## config.mk

```make
export PLATFORM = sky130hd
export DESIGN_NAME = alu_share_arb_flat
export DESIGN_NICKNAME = d
export VERILOG_FILES = /design/src/rtl/alu_pkg.sv /design/src/rtl/alu_share_arb_if.sv /design/src/rtl/alu_share_arb_rr_arb2.sv /design/src/rtl/alu_share_arb.sv /design/src/flat_wrapper.sv
export SDC_FILE = /design/constraint.sdc
export NUM_CORES = 1
export LEC_CHECK = 0
export ABC_AREA = 1
export CORE_AREA = 2 2 122 124
export CTS_CLUSTER_SIZE = 8
export DETAILED_ROUTE_END_ITERATION = 10
export DIE_AREA = 0 0 124 126
export GPL_ROUTABILITY_DRIVEN = 0
export PLACE_DENSITY = 0.79
export SYNTH_ARGS = -nofsm -noshare
export SYNTH_HDL_FRONTEND = slang
export SYNTH_SLANG_ARGS = --single-unit
```

## constraint.sdc

```tcl
create_clock -name clk -period 1.74 [get_ports clk]
set_clock_uncertainty 0.05 [all_clocks]
set_input_delay 0.174 -clock clk [delete_from_list [all_inputs] [get_ports clk]]
set_output_delay 0.174 -clock clk [all_outputs]
set_load 0.005 [all_outputs]
```

## src/rtl/alu_pkg.sv

```systemverilog
// Shared ALU definitions: operation codes, default datapath width and the
// request bundle carried from a requester to the shared ALU.
package alu_pkg;

  localparam int XLEN = 32;

  // funct3 operation selects of the RV32I integer ALU
  localparam logic [2:0] F3_ADD  = 3'b000;
  localparam logic [2:0] F3_SLL  = 3'b001;
  localparam logic [2:0] F3_SLT  = 3'b010;
  localparam logic [2:0] F3_SLTU = 3'b011;
  localparam logic [2:0] F3_XOR  = 3'b100;
  localparam logic [2:0] F3_SR   = 3'b101;
  localparam logic [2:0] F3_OR   = 3'b110;
  localparam logic [2:0] F3_AND  = 3'b111;

  typedef struct packed {
    logic [XLEN-1:0] a;
    logic [XLEN-1:0] b;
    logic [2:0]      funct3;
    logic            shift_ctrl;
    logic            sub_ctrl;
  } alu_req_t;

  // What the ALU sees when nobody is granted: an ADD of two zeros
  localparam alu_req_t ALU_REQ_IDLE = '{
    a:          '0,
    b:          '0,
    funct3:     F3_ADD,
    shift_ctrl: 1'b0,
    sub_ctrl:   1'b0
  };

  // Increment that sticks at all-ones instead of wrapping
  function automatic logic [31:0] sat_inc(input logic [31:0] value);
    return (value == 32'hFFFF_FFFF) ? value : value + 32'd1;
  endfunction

endpackage

```

## src/rtl/alu_share_arb_if.sv

```systemverilog
// One requester port of the shared ALU: a request handshake carrying the
// operands and control, plus the response handshake returning the result.
// master = requester side, slave = arbiter side.
interface alu_share_arb_if #(
  parameter int XLEN = alu_pkg::XLEN
);
  logic            req_valid;
  logic            req_ready;
  logic [XLEN-1:0] req_a;
  logic [XLEN-1:0] req_b;
  logic [2:0]      req_funct3;
  logic            req_shift_ctrl;
  logic            req_sub_ctrl;
  logic            rsp_valid;
  logic            rsp_ready;
  logic [XLEN-1:0] rsp_data;

  modport master (
    output req_valid, req_a, req_b, req_funct3, req_shift_ctrl, req_sub_ctrl,
    output rsp_ready,
    input  req_ready, rsp_valid, rsp_data
  );

  modport slave (
    input  req_valid, req_a, req_b, req_funct3, req_shift_ctrl, req_sub_ctrl,
    input  rsp_ready,
    output req_ready, rsp_valid, rsp_data
  );
endinterface

```

## src/rtl/alu_share_arb_rr_arb2.sv

```systemverilog
// rr_arb2: two-way round-robin arbiter. The grant is combinational from the
// eligibility vector; the pointer names the port favoured on a tie and
// flips to the other port after every grant.
module rr_arb2 (
  input  logic       clk,
  input  logic       rst,
  input  logic [1:0] elig,
  output logic [1:0] grant
);

  logic rr_ptr_reg;

  // Lone eligible port always wins; on a tie the pointer decides
  always_comb begin
    grant = elig;
    if (elig == 2'b11) begin
      grant = rr_ptr_reg ? 2'b10 : 2'b01;
    end
  end

  // After granting port n, favour the other port; hold when idle
  always_ff @(posedge clk or posedge rst) begin
    if (rst) begin
      rr_ptr_reg <= 1'b0;
    end else if (grant[0]) begin
      rr_ptr_reg <= 1'b1;
    end else if (grant[1]) begin
      rr_ptr_reg <= 1'b0;
    end
  end

endmodule

```

## src/rtl/alu_share_arb.sv

```systemverilog
// alu_share_arb: shares one combinational RV32I ALU between two requesters
// (port 0 execute path, port 1 address/branch-compare path). One request
// per cycle is granted round-robin; its result is captured into that port's
// response register one cycle after acceptance.
// Optional build macro ALU_ARB_STATS_EN adds saturating grant/conflict
// counters on stat_grant0, stat_grant1 and stat_conflict.
module alu_share_arb
  import alu_pkg::*;
#(
  parameter int XLEN = alu_pkg::XLEN
) (
  input  logic             clk,
  input  logic             rst,
  alu_share_arb_if.slave   p0,
  alu_share_arb_if.slave   p1,
  output logic [XLEN-1:0]  alu_in1,
  output logic [XLEN-1:0]  alu_in2,
  output logic [2:0]       alu_funct3,
  output logic             alu_shift_ctrl,
  output logic             alu_sub_ctrl,
  input  logic [XLEN-1:0]  alu_result
`ifdef ALU_ARB_STATS_EN
  ,
  output logic [31:0]      stat_grant0,
  output logic [31:0]      stat_grant1,
  output logic [31:0]      stat_conflict
`endif
);

  alu_req_t        req [2];
  alu_req_t        sel;
  logic [1:0]      req_valid;
  logic [1:0]      rsp_ready;
  logic [1:0]      slot_free;
  logic [1:0]      elig;
  logic [1:0]      grant;
  logic [1:0]      rsp_valid_reg;
  logic [XLEN-1:0] rsp_data_reg [2];

  // Gather both ports into indexable form so the slot logic can be replicated
  assign req[0] = '{a: p0.req_a, b: p0.req_b, funct3: p0.req_funct3,
                    shift_ctrl: p0.req_shift_ctrl, sub_ctrl: p0.req_sub_ctrl};
  assign req[1] = '{a: p1.req_a, b: p1.req_b, funct3: p1.req_funct3,
                    shift_ctrl: p1.req_shift_ctrl, sub_ctrl: p1.req_sub_ctrl};
  assign req_valid = {p1.req_valid, p0.req_valid};
  assign rsp_ready = {p1.rsp_ready, p0.rsp_ready};

  genvar gi;
  generate
    for (gi = 0; gi < 2; gi++) begin : g_slot
      // A full slot still accepts if its consumer drains it this cycle
      assign slot_free[gi] = ~rsp_valid_reg[gi] | rsp_ready[gi];
      assign elig[gi]      = req_valid[gi] & slot_free[gi];

      // Response slot: refill on grant (overwrites a draining result), else release on drain
      always_ff @(posedge clk or posedge rst) begin
        if (rst) begin
          rsp_valid_reg[gi] <= 1'b0;
          rsp_data_reg[gi]  <= '0;
        end else if (grant[gi]) begin
          rsp_valid_reg[gi] <= 1'b1;
          rsp_data_reg[gi]  <= alu_result;
        end else if (rsp_ready[gi]) begin
          rsp_valid_reg[gi] <= 1'b0;
        end
      end
    end
  endgenerate

  rr_arb2 u_arb (
    .clk   (clk),
    .rst   (rst),
    .elig  (elig),
    .grant (grant)
  );

  // Steer the granted port's fields to the ALU; idle ADD of zeros otherwise
  always_comb begin
    sel = ALU_REQ_IDLE;
    if (grant[0]) begin
      sel = req[0];
    end else if (grant[1]) begin
      sel = req[1];
    end
  end

  assign alu_in1        = sel.a;
  assign alu_in2        = sel.b;
  assign alu_funct3     = sel.funct3;
  assign alu_shift_ctrl = sel.shift_ctrl;
  assign alu_sub_ctrl   = sel.sub_ctrl;

  assign p0.req_ready = grant[0];
  assign p1.req_ready = grant[1];
  assign p0.rsp_valid = rsp_valid_reg[0];
  assign p1.rsp_valid = rsp_valid_reg[1];
  assign p0.rsp_data  = rsp_data_reg[0];
  assign p1.rsp_data  = rsp_data_reg[1];

`ifdef ALU_ARB_STATS_EN
  // Saturating counts of grants per port and of two-way contention cycles
  always_ff @(posedge clk or posedge rst) begin
    if (rst) begin
      stat_grant0   <= '0;
      stat_grant1   <= '0;
      stat_conflict <= '0;
    end else begin
      if (grant[0]) stat_grant0   <= sat_inc(stat_grant0);
      if (grant[1]) stat_grant1   <= sat_inc(stat_grant1);
      if (&elig)    stat_conflict <= sat_inc(stat_conflict);
    end
  end
`endif

endmodule
```

## src/flat_wrapper.sv

```systemverilog
// flat-port wrapper written by rule: the top's interface ports become plain ports
module alu_share_arb_flat import alu_pkg::*;
#(
  parameter int XLEN = alu_pkg::XLEN
)
  (clk, rst, alu_in1, alu_in2, alu_funct3, alu_shift_ctrl, alu_sub_ctrl, alu_result, p0_req_valid, p0_req_a, p0_req_b, p0_req_funct3, p0_req_shift_ctrl, p0_req_sub_ctrl, p0_rsp_ready, p0_req_ready, p0_rsp_valid, p0_rsp_data, p1_req_valid, p1_req_a, p1_req_b, p1_req_funct3, p1_req_shift_ctrl, p1_req_sub_ctrl, p1_rsp_ready, p1_req_ready, p1_rsp_valid, p1_rsp_data);
  alu_share_arb_if #(.XLEN(XLEN)) p0_i ();
  alu_share_arb_if #(.XLEN(XLEN)) p1_i ();
  input  logic clk;
  input  logic rst;
  output logic [XLEN-1:0] alu_in1;
  output logic [XLEN-1:0] alu_in2;
  output logic [2:0] alu_funct3;
  output logic alu_shift_ctrl;
  output logic alu_sub_ctrl;
  input  logic [XLEN-1:0] alu_result;
  input wire logic [$bits(p0_i.req_valid)-1:0] p0_req_valid;
  input wire logic [$bits(p0_i.req_a)-1:0] p0_req_a;
  input wire logic [$bits(p0_i.req_b)-1:0] p0_req_b;
  input wire logic [$bits(p0_i.req_funct3)-1:0] p0_req_funct3;
  input wire logic [$bits(p0_i.req_shift_ctrl)-1:0] p0_req_shift_ctrl;
  input wire logic [$bits(p0_i.req_sub_ctrl)-1:0] p0_req_sub_ctrl;
  input wire logic [$bits(p0_i.rsp_ready)-1:0] p0_rsp_ready;
  output wire logic [$bits(p0_i.req_ready)-1:0] p0_req_ready;
  output wire logic [$bits(p0_i.rsp_valid)-1:0] p0_rsp_valid;
  output wire logic [$bits(p0_i.rsp_data)-1:0] p0_rsp_data;
  input wire logic [$bits(p1_i.req_valid)-1:0] p1_req_valid;
  input wire logic [$bits(p1_i.req_a)-1:0] p1_req_a;
  input wire logic [$bits(p1_i.req_b)-1:0] p1_req_b;
  input wire logic [$bits(p1_i.req_funct3)-1:0] p1_req_funct3;
  input wire logic [$bits(p1_i.req_shift_ctrl)-1:0] p1_req_shift_ctrl;
  input wire logic [$bits(p1_i.req_sub_ctrl)-1:0] p1_req_sub_ctrl;
  input wire logic [$bits(p1_i.rsp_ready)-1:0] p1_rsp_ready;
  output wire logic [$bits(p1_i.req_ready)-1:0] p1_req_ready;
  output wire logic [$bits(p1_i.rsp_valid)-1:0] p1_rsp_valid;
  output wire logic [$bits(p1_i.rsp_data)-1:0] p1_rsp_data;
  assign p0_i.req_valid = p0_req_valid;
  assign p0_i.req_a = p0_req_a;
  assign p0_i.req_b = p0_req_b;
  assign p0_i.req_funct3 = p0_req_funct3;
  assign p0_i.req_shift_ctrl = p0_req_shift_ctrl;
  assign p0_i.req_sub_ctrl = p0_req_sub_ctrl;
  assign p0_i.rsp_ready = p0_rsp_ready;
  assign p0_req_ready = p0_i.req_ready;
  assign p0_rsp_valid = p0_i.rsp_valid;
  assign p0_rsp_data = p0_i.rsp_data;
  assign p1_i.req_valid = p1_req_valid;
  assign p1_i.req_a = p1_req_a;
  assign p1_i.req_b = p1_req_b;
  assign p1_i.req_funct3 = p1_req_funct3;
  assign p1_i.req_shift_ctrl = p1_req_shift_ctrl;
  assign p1_i.req_sub_ctrl = p1_req_sub_ctrl;
  assign p1_i.rsp_ready = p1_rsp_ready;
  assign p1_req_ready = p1_i.req_ready;
  assign p1_rsp_valid = p1_i.rsp_valid;
  assign p1_rsp_data = p1_i.rsp_data;
  alu_share_arb #(.XLEN(XLEN)) u_core (.clk(clk), .rst(rst), .p0(p0_i), .p1(p1_i), .alu_in1(alu_in1), .alu_in2(alu_in2), .alu_funct3(alu_funct3), .alu_shift_ctrl(alu_shift_ctrl), .alu_sub_ctrl(alu_sub_ctrl), .alu_result(alu_result));
endmodule
```

==> flow_summary.yaml, run 1 <==
finish:
  postLayoutCellArea_mm2: 0.008243
  drive_gt1_share_pct: 26.35
  area_growth_pct: 118.9
  num-fill-cells: 1347
  final_nets: 1063
  layout.area.seq_mm2: 0.001679
  multi_input_area_mm2: 0.002173
  diodes: 0
power:
  leakage_nw: 4.041
  cellPowerDensity_mw_per_mm2: 886.5
  p_seq_share_pct: 29.6
  p_sw_mw: 2.391
  intPower_mw: 4.916
  switching_share_pct: 32.73
  ir_drop_v: 0.0003903
  p_clk_share_pct: 22.6
  combPwrFrac_pct: 47.8
yosys:
  yosys-top-cells-count: "nand3_1 (204), nand2_1 (203), dfrtp_1 (67), buf_2 (46), inv_1 (6)"
  synth_top_family_by_area: "simple AND/OR/NAND/NOR gates"
  synth.top_cell.area_share_pct: 44.52
  synth_fp_nets: 710
  synthMuxAreaShare_pct: 0
  yosys_warnings: 0
  avgSynthCellArea_um2: 7.053
  synth-edff-count: 0
  ys_ff_latch: 67
  yosys.area_share.simple_pct: 47.34
  synthXorXnorAreaFrac_pct: 0
  synth_compound_area_share_pct: 0.7309
  ys_types: 11
  synth.largest_area_cell: "dfrtp_1"
  synthTopCellsByArea: "dfrtp_1 (45%), nand3_1 (27%), nand2_1 (20%), buf_2 (6.1%), a21boi_2 (0.60%)"
  syn-instance-count: 534
  synth-seq-area-share_pct: 44.52
  synthAdderAreaFrac_pct: 0
  netlist_area_mm2: 0.003766
  synth_flop_cell: "dfrtp_1"
  yosysMostFrequentCell: "nand3_1"
  synth-async-reset-ratio_pct: 100.0
setup_path:
  worst-r2r-cell-count: 8
  cp_slowest_cell: "dfrtp_2"
  arrival_ns: 1.66
  worstSetupStartpointType: "flop"
  max_stage_delay_ns: 0.45
  worstSetupPathDepth: 7
  worst-path-buf-inv: 4
  worst_path_dominant_cell_family: "buffers and inverters"
  cp_max_fo: 6
  criticalPathCategory: "flop to output pin"
  path_cells: "a21boi_4, buf_12, buf_8, buf_16, nand3_1, nand2_1, buf_2"
  cp-end-kind: "output pin"
  cp.required_ns: 1.52
timing:
  hold_violations: 0
  fmax_mhz: 530.8
  fin_crit_ns: 1.884
  rsz0062_at_grt: "true"
  setup_viol: 69
  fin_hold_ws_ns: 0.2469
  fin_setup_tns_ns: -6.520
  slew_viol_final: 0
  period_share_pct: 108.3
  setup_slack_ns: -0.1440
  worst_pin_slew_ns: 0.3840
  slew_headroom_pct: 74.40
routing:
  via_per_inst: 4.922
  wl_per_cell_um: 18.63
  drc: 0
  num_vias: 5296
  ant_nets: 0
  drt_iter0_drc: 300
  drt_pass1_iterations: 5
  finalWirelength_um: 20040
clock_network:
  path_clk_slew_ns: 0.05
  htree_levels: 3
  clockBufferDepth: 2
  cts_tree: "built"
  cts_sinks: 67
  cts-root-buf: "clkbuf_16"
  cts_made_buffers: 9
  clock_latency_ns: 0.32
floorplanning:
  core_mm2: 0.01431
  rows: 44
  die_y_um: 126
  start_util_pct: 26.31
  die_area_mm2: 0.01562
  ios: 313
  fp.dieW_um: 124
global_route:
  grt_pass1_wl_um: 26930
  grt_pass1_vias: 4827
  antenna_found_initial: 1
  grt_use_total_pct: 22.63
  grt-busiest-layer: "met2"
  use_met1_pct: 29.31
  grt_max_degree: 68
  gr-usage-met2_pct: 36.07
  overflow: 0
  use_met3_pct: 6.431
place:
  hpwl_um: 13460
  preCtsSetupSlack_ns: -0.4552
  port_buffers: 312
  post_dp_cell_area_mm2: 0.007301
outcome:
  violations: "negative setup slack"
  status: "finished, violations left"
flow_run:
  maxCapViolCount: 0
min_path:
  hold_path_class: "input pin to async pin"
==> power by group through the flow <==
stage / Combinational (mW) / Sequential (mW) / Clock, mW
floorplan: 1.02 / 2.19 / 0
global placement: 3.13 / 2.17 / 0
detailed placement: 3.16 / 2.18 / 0
global route: 3.79 / 2.21 / 1.75
finish: 3.50 / 2.16 / 1.65
CTS: 3.19 / 2.16 / 1.69
==> cell usage in the layout (no fill, tap or decap), types with 3 or more instances in the layout <==
master	synthesis	routed
inv_1	6	4
nand3_4	0	4
nand2_4	0	3
buf_4	2	34
dfrtp_1	67	65
buf_12	0	13
buf_8	0	10
clkbuf_2	0	30
nand2_2	0	4
nand3_1	204	147
clkbuf_16	0	16
clkdlybuf4s50_1	0	241
nand3_2	0	53
buf_2	46	35
nand2_1	203	196
buf_6	0	19
==> cell type report <==
| cell class | count | area share [%] |
|---|---|---|
| inverter | 7 | 0.3643 |
| clock buffer | 12 | 2.990 |
| timing repair buffer | 392 | 46.80 |
| tap | 184 | 2.793 |
| sequential | 67 | 20.37 |
| clock inverter | 4 | 0.3188 |
| multi-input combinational | 410 | 26.37 |
==> routing by layer <==
metal | vias to the layer above | share of wire [%]
li1 | 2483 | -
met1 | 2495 | 40
met2 | 279 | 50
met3 | 37 | 8.4
met4 | 2 | 2.4
met5 | - | 0.035
==> path summary, 6_finish.rpt <==
| path | start | endpoint | slack (ns) |
|---|---|---|---|
| min in group clk | alu_result[22] | u_core.p1.rsp_data[22]$_DFFE_PP0P_ | 0.39 |
| worst min-delay path | rst | u_core.p0.rsp_data[16]$_DFFE_PP0P_ | 0.25 |
| worst max-delay path | u_core.p1.rsp_valid$_DFFE_PP0P_ | alu_in2[31] | -0.14 |
| worst max register to register | u_core.p1.rsp_valid$_DFFE_PP0P_ | u_core.p1.rsp_data[5]$_DFFE_PP0P_ | 0.10 |
| worst min register to register | u_core.p0.rsp_data[30]$_DFFE_PP0P_ | u_core.p0.rsp_data[30]$_DFFE_PP0P_ | 0.42 |
| max in group asynchronous | rst | u_core.p1.rsp_valid$_DFFE_PP0P_ | 1.08 |
==> timing repair <==
action,4_1_cts,5_1_grt
setup buffers,8,28
resized for setup,107,244
endpoints found under the setup margin,71,137
hold buffers,0,0
pin swaps,4,61
hold endpoints to repair,0,0
cloned,5,12
==> through the flow <==
stage | cells | util (%) | power, mW
floorplan | 534 | - | 3.214
global placement | 1017 | 51.01 | 5.303
detailed placement | 1017 | 51.01 | 5.342
CTS | 1045 | 53.95 | 7.042
global route | 1076 | 57.59 | 7.745
finish | 1076 | 57.59 | 7.308
==> tightest hold or removal path: cells and delay by family <==
family	cells	cell delay (ns)
buffers and inverters	3	0.84
==> cells by family (layout without fill, tap and decap cells) <==
kind of cell | after synthesis | in the layout
AOI/OAI and AO/OA | 3 | 3
DFF | 67 | 67
and+or+nand+nor | 407 | 407
buffers and inverters | 57 | 415
Power figures use the tool's default switching activity.
==> run 2, diff against run 1 <==
==> constraint.sdc (replaced) <==
create_clock -name clk -period 1.74 [get_ports clk]
set_clock_uncertainty 0.05 [all_clocks]
set_input_delay 0.348 -clock clk [delete_from_list [all_inputs] [get_ports clk]]
set_output_delay 0.348 -clock clk [all_outputs]
set_load 0.005 [all_outputs]
==> flow_summary.yaml, run 2 (synthesis results as in run 1) <==
setup_path:
  worstSetupPathDepth: 9
  cp-end-kind: "output pin"
  worst-r2r-cell-count: 10
  worst_path_dominant_cell_family: "buffers and inverters"
  cp_slowest_cell: "dfrtp_2"
  path_cells: "a21boi_4, buf_8, buf_12, buf_8, buf_6, buf_6, nand3_2, nand2_2, buf_2"
  cp_max_fo: 4
  arrival_ns: 1.85
  cp.required_ns: 1.34
  max_stage_delay_ns: 0.44
  worstSetupStartpointType: "flop"
  worst-path-buf-inv: 6
  criticalPathCategory: "flop to output pin"
timing:
  hold_violations: 0
  slew_viol_final: 0
  slew_headroom_pct: 74.44
  setup_slack_ns: -0.5082
  fin_hold_ws_ns: 0.4176
  period_share_pct: 129.2
  setup_viol: 104
  fin_crit_ns: 2.248
  worst_pin_slew_ns: 0.3834
  rsz0062_at_grt: "true"
  fmax_mhz: 444.8
finish:
  final_nets: 1134
  drive_gt1_share_pct: 41.74
  num-fill-cells: 1104
  post-route-util_pct: 68.51
  mostFrequentLayoutCell: "clkdlybuf4s50_1"
  area_growth_pct: 160.4
  layout_common_cells: "clkdlybuf4s50_1 (235), nand2_1 (136), nand3_1 (115)"
  fin_cells: 1148
clock_network:
  cts_made_buffers: 9
  clockBufferDepth: 2
  clock_latency_ns: 0.33
  path_clk_slew_ns: 0.05
  htree_levels: 3
  cts_sinks: 67
  cts_tree: "built"
  cts-root-buf: "clkbuf_16"
  cts_hold_buf: 0
global_route:
  grt_use_total_pct: 28.20
  grt_pass1_wl_um: 32810
  grt_pass1_vias: 5867
  grt_max_degree: 68
  overflow: 0
  antenna_found_initial: 2
power:
  p_clk_share_pct: 22.6
  leakage_nw: 4.750
  combPwrFrac_pct: 51.9
  p_seq_share_pct: 25.5
  ir_drop_v: 0.0004267
  p_sw_mw: 2.930
  total_power_mw: 8.846
  switching_share_pct: 33.12
  cellPowerDensity_mw_per_mm2: 902.1
  intPower_mw: 5.916
floorplanning:
  fp.dieW_um: 124
  ios: 313
  core_mm2: 0.01431
  rows: 44
  die_area_mm2: 0.01562
  start_util_pct: 26.31
  die_y_um: 126
place:
  port_buffers: 312
  dp_cells: 1018
  hpwl_um: 13740
routing:
  drc: 0
  drt_iter0_drc: 329
  num_vias: 5871
  ant_nets: 0
  drt_pass1_iterations: 5
  finalWirelength_um: 24340
  wl_per_cell_um: 21.20
  via_per_inst: 5.114
min_path:
  hold_path_class: "input pin to async pin"
outcome:
  violations: "negative setup slack"
  status: "finished, violations left"
flow_run:
  maxCapViolCount: 0
## run 2: per-layer routing
layer | GRT usage (%) | wire [um]
met1 | 32.21 | 8832
met2 | 47.64 | 12120
met3 | 8.832 | 2202
met4 | 12.95 | 1177
met5 | 0 | 13
## run 2: per-stage QoR
step / TNS (ns) / worst slack (ns) / area [um2]
6_report: -30.29 / -0.5082 / 9806
3_5_place_dp: -77.85 / -0.7942 / 7358
5_1_grt: -36.45 / -0.5626 / 9806
4_1_cts: -34.58 / -0.6517 / 9092
3_3_place_gp: -79.14 / -0.8245 / 7358
2_1_floorplan: 0 / 0.2733 / 3770
## run 2: worst min-delay path, delay by kind of cell
family                 cells  cell delay [ns]
buffers and inverters      3             0.85
## run 2: final timing paths
check / start / to / slack (ns)
min in group clk: u_core.p1.rsp_data[27]$_DFFE_PP0P_ / u_core.p1.rsp_data[27]$_DFFE_PP0P_ / 0.42
max reg2reg: u_core.p0.rsp_valid$_DFFE_PP0P_ / u_core.p0.rsp_data[20]$_DFFE_PP0P_ / -0.11
min: rst / u_core.p1.rsp_data[20]$_DFFE_PP0P_ / 0.42
max: u_core.p0.rsp_valid$_DFFE_PP0P_ / alu_in2[27] / -0.51
max in group asynchronous: rst / u_core.p0.rsp_valid$_DFFE_PP0P_ / 0.91
min reg2reg: u_core.p1.rsp_data[27]$_DFFE_PP0P_ / u_core.p1.rsp_data[27]$_DFFE_PP0P_ / 0.42
## run 2: repair_timing
| action | CTS | global route |
|---|---|---|
| endpoints found under the hold margin | 0 | 0 |
| setup endpoints to repair | 131 | 111 |
| buffers inserted | 73 | 35 |
| resized for setup | 449 | 172 |
| cloned | 17 | 4 |
| pin swaps | 42 | 60 |
## run 2: cell type report
cell class | count | area (um2) | share of cell area, %
Timing Repair Buffer | 463 | 4863 | 49.60
Multi-Input combinational cell | 410 | 2671 | 27.24
Clock buffer | 12 | 256.5 | 2.616
Antenna cell | 1 | 2.502 | 0.02552
Inverter | 7 | 30.03 | 0.3062
Tap cell | 184 | 230.2 | 2.348
Clock inverter | 4 | 72.57 | 0.7401
Sequential cell | 67 | 1679 | 17.12
## run 2: power by group through the flow
stage	logic, mW	clock network [mW]	registers, mW
after CTS	4.04	2.01	2.17
final	4.59	2.00	2.25
after floorplan	1.02	0	2.19
after global routing	4.88	2.08	2.30
after detailed placement	3.19	0	2.18
after global placement	3.17	0	2.17
